===== src/rtl/kmer_builder.sv =====
// kmer_builder: packs a stream of ASCII nucleotides into 2-bit/base k-mers and
// emits one registered k-mer per accepted base once the window holds K valid bases.
module kmer_builder #(
    parameter int K = 31
) (
    input  logic        clk,
    input  logic        rst,
    input  logic [7:0]  in_base,
    input  logic        in_valid,
    input  logic        in_last,
    output logic [61:0] out_data,
    output logic        out_valid,
    output logic [31:0] kmer_count,
    output logic [31:0] bad_base_count
);
    localparam logic [5:0] KF = 6'(K);
    logic [2*K-1:0] w_q, w_d;
    logic [5:0]     f_q, f_d, f_inc;
    logic [1:0]     code;
    logic           is_acgt, accept, emit_d;
    logic           out_valid_q;
    logic [61:0]    out_data_q;
    logic [31:0]    kmer_count_q, bad_q;

    always_comb begin
        code    = 2'b00;
        is_acgt = 1'b1;
        case (in_base)
            "A", "a": code = 2'b00;
            "C", "c": code = 2'b01;
            "G", "g": code = 2'b10;
            "T", "t": code = 2'b11;
            default:  is_acgt = 1'b0;
        endcase
    end

    // Shift written as a masked OR so the K=1 window needs no special case.
    assign accept = in_valid && is_acgt;
    assign f_inc  = (f_q == KF) ? KF : f_q + 6'd1;
    assign w_d    = accept ? ((w_q << 2) | (2*K)'(code)) : w_q;
    assign f_d    = !in_valid ? f_q : (is_acgt && !in_last) ? f_inc : 6'd0;
    assign emit_d = accept && (f_inc == KF);

    always_ff @(posedge clk) begin
        if (rst) begin
            w_q          <= '0;
            f_q          <= '0;
            out_valid_q  <= 1'b0;
            out_data_q   <= '0;
            kmer_count_q <= '0;
            bad_q        <= '0;
        end else begin
            w_q         <= w_d;
            f_q         <= f_d;
            out_valid_q <= emit_d;
            if (emit_d) begin
                out_data_q   <= 62'(w_d);
                kmer_count_q <= kmer_count_q + 32'd1;
            end
            if (in_valid && !is_acgt)
                bad_q <= bad_q + 32'd1;
        end
    end

    assign out_data       = out_data_q;
    assign out_valid      = out_valid_q;
    assign kmer_count     = kmer_count_q;
    assign bad_base_count = bad_q;
endmodule

===== config.mk =====
export PLATFORM = sky130hd
export DESIGN_NAME = kmer_builder
export DESIGN_NICKNAME = d
export VERILOG_FILES = /design/src/rtl/kmer_builder.sv
export SDC_FILE = /design/constraint.sdc
export NUM_CORES = 1
export LEC_CHECK = 0
export ABC_AREA = 1
export CAP_MARGIN = 20
export CORE_AREA = 2 2 163 117
export DETAILED_ROUTE_END_ITERATION = 8
export DIE_AREA = 0 0 165 119
export PLACE_DENSITY = 0.8
export SYNTH_ARGS = -nofsm -noshare
export SYNTH_HDL_FRONTEND = slang
export SYNTH_SLANG_ARGS = --single-unit

===== constraint.sdc =====
create_clock -name clk -period 1.9 [get_ports clk]
set_clock_uncertainty 0.2 [all_clocks]
set_input_delay 0.475 -clock clk [delete_from_list [all_inputs] [get_ports clk]]
set_output_delay 0.475 -clock clk [all_outputs]
set_load 0.03 [all_outputs]

==> results.py <==
metrics = {
    "clocking": {
        "clockBufferDepth": 2,
        "clkSinkCount": 193,
        "path_clk_slew_ns": 0.08,
        "h-tree-depth": 4,
        "cts_root_buf": "clkbuf_16",
        "cts_made_buffers": 17,
        "cts_tree": "yes",
        "clk_latency_ns": 0.44,
    },
    "global_routing": {
        "antenna_found_initial": 0,
        "grt_pass1_vias": 8469,
        "overflow": 0,
        "grt_max_degree": 84,
        "track_usage_pct": 27.44,
        "grt_pass1_wl_um": 42900,
    },
    "status": {
        "violations": "setup timing",
        "status": "finished, violations left",
    },
    "yosys": {
        "synth_compound_area_share_pct": 9.038,
        "ys_ff_latch": 193,
        "syn_avg_cell_area_um2": 6.769,
        "synth_top_family_by_area": "simple AND/OR/NAND/NOR gates",
        "muxShareOfSynthArea_pct": 0,
        "mappedNetlistArea_um2": 8583,
        "synth_cell_type_count": 33,
        "syn_nets": 1283,
        "yosysSeqAreaShare_pct": 45.01,
        "synth_xor_area_share_pct": 1.837,
        "async_flop_share_pct": 0,
        "ys_warn_count": 0,
        "synthAdderAreaFrac_pct": 0.4373,
        "synth_ff_type": "dfxtp_1",
        "synthSimpleGateAreaFrac_pct": 37.35,
        "syn_inst": 1268,
        "synth_enable_flop_cells": 0,
    },
    "timing": {
        "tns_ns": -13.76,
        "rsz0062_at_grt": "true",
        "hold_ws_ns": 0.2179,
        "hold_violations": 0,
        "max_freq_ghz": 0.4654,
        "finalSetupViolCount": 96,
        "relSlewSlack_pct": 74.85,
        "fin_crit_ns": 2.149,
        "fin_crit_sh_pct": 113.1,
        "tightest_slew_ns": 0.3772,
        "slew_viol_final": 0,
        "setup_ws_ns": -0.2488,
    },
    "floorplan": {
        "num_rows": 42,
        "ios": 139,
        "core_area_um2": 18340,
        "design.die.area_um2": 19640,
        "start_util_pct": 46.80,
        "die_y_um": 119,
        "fp.dieW_um": 165,
    },
    "detailed_routing": {
        "ant_nets": 0,
        "drc": 0,
        "first_pass_iters": 5,
        "vias": 9292,
        "wl_per_cell_um": 15.80,
        "totalWireLength_um": 27530,
        "viasPerCell": 5.334,
        "drtIter0Drc": 913,
    },
    "job": {
        "cap_violations": 0,
    },
    "setup_path": {
        "endpoint_kind": "register",
        "cp-startpoint": "f_q[1]$_SDFFE_PP0P_",
        "r2r_start": "f_q[1]$_SDFFE_PP0P_",
        "endpoint": "kmer_count[4]$_SDFFE_PP0P_",
        "r2r_cells": 13,
        "rrSetupSlack_ns": -0.25,
        "arrival_ns": 2.28,
        "worstReg2RegEnd": "kmer_count[4]$_SDFFE_PP0P_",
        "critical_path_class": "register to register",
        "required_ns": 2.04,
        "critPathLaunchType": "register",
        "cp_max_fo": 6,
    },
    "layout": {
        "diodes": 0,
        "fin_util_pct": 69.09,
        "syn2layout_area_growth_pct": 47.62,
        "nets": 1502,
        "drive_gt1_share_pct": 28.07,
        "most-common-layout-cells": "nand2_1 (297), nor2_1 (225), dfxtp_1 (168)",
        "fin_area_um2": 12670,
        "layout_commonest_cell": "nand2_1",
    },
    "hold_path": {
        "min_from": "rst",
        "hold_path.class": "input port to register",
        "holdPathStages": 2,
    },
    "placed_design": {
        "place_area_um2": 10800,
        "portBuffers": 138,
        "dp_slack_ns": -0.5915,
        "place_congestion": 0.9106,
        "dp_hpwl_um": 16130,
    },
    "pwr": {
        "vdd_drop_max_mv": 0.6003,
        "p_per_area_nw_per_um2": 646.5,
        "leakagePower_nw": 5.469,
    },
}
## per-stage QoR
stage | power, mW | cells
2_1_floorplan | 4.325 | 1268
3_3_place_gp | 4.432 | 1680
3_5_place_dp | 4.439 | 1680
4_1_cts | 8.176 | 1742
5_1_grt | 8.385 | 1742
6_report | 8.192 | 1742
## sequential cells by signal, summed over array words and instances (netlist names)
| register | cells |
|---|---|
| bad_base_count | 32 |
| f_q | 6 |
| kmer_count | 32 |
| out_data | 62 |
| out_valid | 1 |
| w_q | 60 |
## Yosys cell counts, types with 6 or more instances
cell type / n / area, µm²
clkbuf_1: 27 / 101.4
buf_1: 8 / 30.03
o21ai_0: 64 / 320.3
inv_1: 57 / 214.0
buf_6: 7 / 78.83
dfxtp_1: 193 / 3864
nor2_1: 244 / 915.9
nand3b_1: 10 / 75.07
nand3_1: 117 / 585.6
nor3_1: 11 / 55.05
a211oi_1: 6 / 45.04
a21oi_1: 68 / 340.3
buf_2: 14 / 70.07
nand2_1: 388 / 1456
xor2_1: 13 / 113.9
## logic make-up after synthesis
| logic type | after synthesis |
|---|---|
| flip-flops | 193 |
| adder cells (fa/ha/maj) | 3 |
| AND/OR/NAND/NOR | 785 |
| buffers and inverters | 122 |
| AO/OA/AOI/OAI | 147 |
| XOR/XNOR | 18 |
## routing by layer
layer / vias to the layer above / share of wire [%] / global-route usage [%]
li1: 4498 / - / -
met4: 0 / 1.5 / 8.424
met2: 423 / 46 / 42.73
met5: - / 0 / 0
met3: 36 / 8.1 / 4.876
met1: 4335 / 44 / 38.64
## how the worst min path moves through the flow
| stage | slack [ns] | end |
|---|---|---|
| global placement | 0.23 | out_data[6]$_SDFFE_PP0P_ |
| detailed placement | 0.24 | out_data[14]$_SDFFE_PP0P_ |
| floorplan | 0.22 | out_data[10]$_SDFFE_PP0P_ |
| CTS | 0.21 | w_q[12]$_SDFF_PP0_ |
| global route | 0.22 | w_q[12]$_SDFF_PP0_ |
| finish | 0.22 | w_q[4]$_SDFF_PP0_ |
## report_power, final
part	leakage (nW)	internal (mW)	switching [mW]
clock	0.302	2.02	1.78
combinational	3.60	0.112	0.191
sequential	1.57	4.06	0.0262
## what timing repair did
action / 4_1_cts / 5_1_grt
gates resized for setup: 401 / 219
cloned: 16 / 1
buffers inserted: 15 / 4
pin swaps: 25 / 37
hold buffers: 0 / 0
endpoints found under the setup margin: 307 / 254
## worst max-delay path: stages, from the launching register on
cell and delay (ns):
dfxtp_2 0.35, ha_4 0.18, nand2_4 0.06, nor2_4 0.11
nand2_4 0.09, buf_6 0.13, nand3_4 0.08, nand3_4 0.08
nor2_4 0.22, buf_8 0.18, clkbuf_16 0.17, nand3_2 0.07
nand2_1 0.07, nor2_1 0.05
## final cells by class
type	count	area [µm²]
Inverter	62	235.2
Sequential cell	193	3895
Multi-Input combinational cell	953	4922
Clock buffer	18	429.2
Tap cell	242	302.8
Fill cell	1433	5669
Clock inverter	14	185.2
Timing Repair Buffer	260	2701
Note: power is estimated with default switching activity, not from simulation.
